===== src/rtl/reconf_fir_filter.sv =====
// Reconfigurable time-multiplexed FIR filter: up to 40 taps, four 10-word coefficient
// banks, four MAC lanes sweeping their bank over 10 cycles, saturated 16-bit output.
module reconf_fir_filter (
    input  logic        iClk12M,
    input  logic        iRsn,
    input  logic        iEnSample600k,
    input  logic        iCoeffUpdateFlag,
    input  logic [2:0]  iFirIn,
    input  logic [5:0]  iNumOfCoeff,
    input  logic [5:0]  iAddrRam,
    input  logic [15:0] iWrDtRam,
    output logic [15:0] oFirOut
);

    localparam int unsigned NumTaps   = 40;
    localparam int unsigned NumBanks  = 4;
    localparam int unsigned BankDepth = 10;

    typedef enum logic [1:0] {StIdle, StRun, StSum} state_e;

    state_e       state_q, state_d;
    logic [3:0]   cnt_q, cnt_d;
    logic [5:0]   num_q, num_d;
    logic [2:0]   taps_q [NumTaps];
    logic [2:0]   taps_d [NumTaps];
    logic [15:0]  coeff_q [NumBanks][BankDepth];
    logic [15:0]  coeff_d [NumBanks][BankDepth];
    logic [15:0]  rd_q [NumBanks];
    logic [15:0]  rd_d [NumBanks];
    logic [3:0]   rd_j_q, rd_j_d;
    logic         rd_vld_q, rd_vld_d;
    logic [23:0]  acc_q [NumBanks];
    logic [23:0]  acc_d [NumBanks];
    logic [15:0]  out_q, out_d;

    logic [1:0]   wr_bank;
    logic [3:0]   wr_local;
    logic [5:0]   tap_idx [NumBanks];
    logic [18:0]  prod [NumBanks];
    logic signed [25:0] sum_s;
    logic [15:0]  sat;

    // Coefficient write port: address split into bank and local word, 40..63 dropped
    always_comb begin
        coeff_d  = coeff_q;
        wr_bank  = 2'd0;
        wr_local = 4'd0;
        if (iAddrRam < 6'd10) begin
            wr_bank  = 2'd0;
            wr_local = iAddrRam[3:0];
        end else if (iAddrRam < 6'd20) begin
            wr_bank  = 2'd1;
            wr_local = 4'(iAddrRam - 6'd10);
        end else if (iAddrRam < 6'd30) begin
            wr_bank  = 2'd2;
            wr_local = 4'(iAddrRam - 6'd20);
        end else begin
            wr_bank  = 2'd3;
            wr_local = 4'(iAddrRam - 6'd30);
        end
        if (iCoeffUpdateFlag && (iAddrRam < 6'(NumTaps))) begin
            coeff_d[wr_bank][wr_local] = iWrDtRam;
        end
    end

    // Per-lane product of the registered bank word and its tap; taps at or beyond N give 0
    always_comb begin
        for (int b = 0; b < NumBanks; b++) begin
            tap_idx[b] = 6'(b * BankDepth) + {2'b00, rd_j_q};
            if (tap_idx[b] < num_q) begin
                prod[b] = {{16{taps_q[tap_idx[b]][2]}}, taps_q[tap_idx[b]]}
                        * {{3{rd_q[b][15]}}, rd_q[b]};
            end else begin
                prod[b] = '0;
            end
        end
    end

    // Lane sum widened to 26 bits, then clamped to the signed 16-bit range
    always_comb begin
        sum_s = 26'sd0;
        for (int b = 0; b < NumBanks; b++) begin
            sum_s = sum_s + $signed({{2{acc_q[b][23]}}, acc_q[b]});
        end
        if (sum_s > 26'sd32767) begin
            sat = 16'h7FFF;
        end else if (sum_s < -26'sd32768) begin
            sat = 16'h8000;
        end else begin
            sat = sum_s[15:0];
        end
    end

    // Controller: accept sample, issue 10 bank reads, accumulate one cycle later, sum
    always_comb begin
        state_d  = state_q;
        cnt_d    = cnt_q;
        num_d    = num_q;
        taps_d   = taps_q;
        rd_d     = rd_q;
        rd_j_d   = rd_j_q;
        rd_vld_d = 1'b0;
        acc_d    = acc_q;
        out_d    = out_q;
        if (iCoeffUpdateFlag) begin
            // Load mode aborts any computation; delay line and output are kept
            state_d = StIdle;
            cnt_d   = 4'd0;
        end else begin
            unique case (state_q)
                StIdle: begin
                    if (iEnSample600k) begin
                        for (int i = NumTaps - 1; i > 0; i--) begin
                            taps_d[i] = taps_q[i-1];
                        end
                        taps_d[0] = iFirIn;
                        num_d     = (iNumOfCoeff > 6'(NumTaps)) ? 6'(NumTaps) : iNumOfCoeff;
                        for (int b = 0; b < NumBanks; b++) begin
                            acc_d[b] = '0;
                        end
                        cnt_d   = 4'd0;
                        state_d = StRun;
                    end
                end
                StRun: begin
                    if (cnt_q < 4'(BankDepth)) begin
                        for (int b = 0; b < NumBanks; b++) begin
                            rd_d[b] = coeff_q[b][cnt_q];
                        end
                        rd_j_d   = cnt_q;
                        rd_vld_d = 1'b1;
                    end
                    if (rd_vld_q) begin
                        for (int b = 0; b < NumBanks; b++) begin
                            acc_d[b] = acc_q[b] + {{5{prod[b][18]}}, prod[b]};
                        end
                    end
                    // Extra count covers the last accumulate behind the read pipeline
                    if (cnt_q == 4'(BankDepth)) begin
                        state_d = StSum;
                    end else begin
                        cnt_d = cnt_q + 4'd1;
                    end
                end
                StSum: begin
                    out_d   = sat;
                    state_d = StIdle;
                end
                default: state_d = StIdle;
            endcase
        end
    end

    // State registers, all cleared by the asynchronous reset
    always_ff @(posedge iClk12M or negedge iRsn) begin
        if (!iRsn) begin
            state_q  <= StIdle;
            cnt_q    <= '0;
            num_q    <= '0;
            rd_j_q   <= '0;
            rd_vld_q <= 1'b0;
            out_q    <= '0;
            for (int i = 0; i < NumTaps; i++) begin
                taps_q[i] <= '0;
            end
            for (int b = 0; b < NumBanks; b++) begin
                rd_q[b]  <= '0;
                acc_q[b] <= '0;
                for (int j = 0; j < BankDepth; j++) begin
                    coeff_q[b][j] <= '0;
                end
            end
        end else begin
            state_q  <= state_d;
            cnt_q    <= cnt_d;
            num_q    <= num_d;
            rd_j_q   <= rd_j_d;
            rd_vld_q <= rd_vld_d;
            out_q    <= out_d;
            taps_q   <= taps_d;
            rd_q     <= rd_d;
            acc_q    <= acc_d;
            coeff_q  <= coeff_d;
        end
    end

    assign oFirOut = out_q;

endmodule


===== config.mk =====
export PLATFORM = sky130hd
export DESIGN_NAME = reconf_fir_filter
export DESIGN_NICKNAME = d
export VERILOG_FILES = /design/src/rtl/reconf_fir_filter.sv
export SDC_FILE = /design/constraint.sdc
export NUM_CORES = 2
export LEC_CHECK = 0
export ABC_AREA = 1
export CAP_MARGIN = 0
export CORE_MARGIN = 4
export CORE_UTILIZATION = 30
export CTS_BUF_LIST = sky130_fd_sc_hd__clkbuf_8
export CTS_CLUSTER_SIZE = 8
export DETAILED_ROUTE_END_ITERATION = 8
export PLACE_DENSITY = 0.46
export SKIP_LAST_GASP = 1
export SYNTH_ARGS = -nofsm -noshare
export SYNTH_HDL_FRONTEND = slang
export SYNTH_SLANG_ARGS = --single-unit

===== constraint.sdc =====
create_clock -name iClk12M -period 16.91 [get_ports iClk12M]
set_clock_uncertainty 0.2 [all_clocks]
set_input_delay 3.382 -clock iClk12M [delete_from_list [all_inputs] [get_ports iClk12M]]
set_output_delay 3.382 -clock iClk12M [all_outputs]
set_load 0.05 [all_outputs]

==> results_dict.tcl <==
set metrics [dict create \
    leakage_nw 29.6 \
    nFillCells 19700 \
    worst_hold_path_type "register to register" \
    netlist_instances 7061 \
    post_cts_buffers 0 \
    yosys_register_bits 953 \
    antenna_found_initial 8 \
    final_nets 7354 \
    numClockSinks 953 \
    final-setup-viol-count 0 \
    relSlewSlack 0.220 \
    cts_tree "done" \
    synth_area_per_cell_um2 7.86 \
    seqCellArea_um2 23900 \
    dieArea_um2 192000 \
    dpl.hpwl_um 112000 \
    dr.pass1.iters 6 \
    holdBufCountCts 0 \
    ff2ff_setup_slack_ns 7.75 \
    grt_max_degree 170 \
    synth_cell_types 57 \
    cp_common_cell "nand2_1" \
    yosys.cell_count.top_type "nand2_1" \
    rows 157 \
    grt_use_total 0.181 \
    clk_path_buf_depth 3 \
    synthesis.nets 7486 \
    initial_core_util 0.303 \
    htreeDepth 4 \
    numCtsBuffers 176 \
    hold_viol_final 0 \
    die_y_um 438 \
    dp.cells 9215 \
    via_per_inst 4.92 \
    totalPowerFinal_mw 13.5 \
    cts.clk_slew.worst_paths_ns 0.06 \
    cts_resized 0 \
    slew_viol_final 0 \
    grt_pass1_vias 45400 \
    cpPeakStageDelay_ns 1.04 \
    multi_input_area_um2 28200 \
    critPathRequiredTime_ns 17.47 \
    core_area_um2 183000 \
    drcViolationCount 0 \
    crit_path_end_kind "register" \
    ir_worst_vdd_uv 109 \
    ys_seq_area_frac 0.430 \
    tightest_slew_ns 1.17 \
    timing.fmax_mhz 109 \
    area_delta_synth_final_pct 11.4 \
    routed_wl_um 174000 \
    cap_violations 0 \
    crit_fanout 63 \
    setup_tns_ns 0 \
    ys_async_sr_fraction 1.00 \
    synth_top_area_share 0.430 \
    drt_iter0_markers 3587 \
    synth_common_cells "nand2_1 (1840), o21ai_0 (1169), dfrtp_1 (953), nor2_1 (708), inv_1 (446)" \
    yosys.area.top_type "dfrtp_1" \
    worstSkewPairLatency_ns 0.94 \
    crit_path_start_kind "register" \
    rsz0062_at_grt "false" \
    gr-total-overflow 0 \
    cp.arrival_ns 9.72 \
    grt_first_pass_wirelength_um 274000 \
    ant_nets 0 \
    drive_gt1_frac 0.0568 \
    power.density_nw_per_um2 219 \
    criticalPathCategory "register to register" \
    synth-edff-count 0 \
    finalCritPeriodShare 0.542 \
    portBuffers 50 \
    slowest_stage "ha_1" \
    pin_count 51 \
    dieWidth_um 438 \
    finalCriticalPeriod_ns 9.16 \
    fin_cells 9533 \
    root_buffer "clkbuf_8" \
    syn_area_um2 55500 \
    yosysWarnings 0 \
    vias 46900 \
    status "finished clean" \
    wl_per_cell_um 18.3 \
    ys_top_cells_by_area "dfrtp_1 (43%), nand2_1 (12%), o21ai_0 (11%)" \
    gp_congestion 0.854 \
    synthFlopType "dfrtp_1" \
]
registers in the layout, summed over array words and instances, names as in the netlist:
| name | count |
|---|---|
| acc_q | 96 |
| cnt_q | 4 |
| coeff_q | 640 |
| num_q | 6 |
| oFirOut | 16 |
| rd_j_q | 4 |
| rd_q | 64 |
| rd_vld_q | 1 |
| state_q | 2 |
| taps_q | 120 |
path summary, 6_finish.rpt:
path / startpoint / end / cells after the start
worst max register to register: rd_j_q[1] / acc_q[69] / 39
worst min-delay path: taps_q[60] / taps_q[57] / 2
worst max-delay path: rd_j_q[1] / acc_q[69] / 39
max in group asynchronous: iRsn / coeff_q[77] / 4
worst min register to register: taps_q[60] / taps_q[57] / 2
min in group asynchronous: iRsn / taps_q[30] / 1
power breakdown:
part           internal, mW  switching, mW  total, mW
Combinational          2.66           5.03       7.69
Clock                  1.34           1.10       2.44
Sequential             2.86          0.523       3.39
metal layers:
metal,vias up,track usage,wire length [µm]
met1,22400,0.263,86500
met3,238,0.0301,8030
met2,951,0.274,75500
li1,23300,-,-
met5,-,0,31
met4,4,0.0552,4340
critical path: cells and delay by family, from the launching register on:
family | cells | cell delay, ns
flops | 1 | 0.34
simple gates | 18 | 2.46
compound gates | 8 | 1.19
buf+inv | 7 | 1.85
fa+ha+maj | 6 | 2.89
logic make-up (layout without fill, tap and decap cells):
kind of cell | count (synthesis) | after routing | synth area share
other | 0 | 5 | 0
buffers and inverters | 886 | 889 | 0.0628
muxes | 4 | 4 | 0.000721
xor gates and xnor gates | 60 | 60 | 0.00960
and+or+nand+nor | 2801 | 2801 | 0.198
adders and majority gates | 390 | 390 | 0.104
AOI/OAI and AO/OA | 1967 | 1967 | 0.196
DFF | 953 | 953 | 0.430
final cells by class:
type,instances,share of cell area
Antenna cell,5,0.000202
Tap cell,2464,0.0499
Timing Repair Buffer,115,0.0169
Multi-Input combinational cell,5222,0.457
Clock inverter,97,0.0143
Clock buffer,216,0.0481
Inverter,461,0.0282
Sequential cell,953,0.386
placed cells by master, fill, tap and decap left out, drive strengths merged, types with 49 or more instances in the layout:
master,count
nand2,1844
o21ai,1299
dfrtp,953
nor2,718
inv,521
ha,269
a21oi,269
clkbuf,216
nand3,139
fa,121
o221ai,83
a31oi,74
buf,66
o211ai,64
o22ai,57
clkdlybuf4s50,49
per-stage QoR:
step	util	hold slack [ns]	setup slack, ns	area (µm²)
global route	0.337	0.291	6.77	61800
floorplan	-	0.248	9.94	55500
finish	0.337	0.265	7.75	61800
global placement	0.316	0.261	8.14	58000
CTS	0.337	0.275	7.86	61800
detailed placement	0.316	0.267	7.91	58000
No activity file was read; power rests on OpenSTA's default activity.
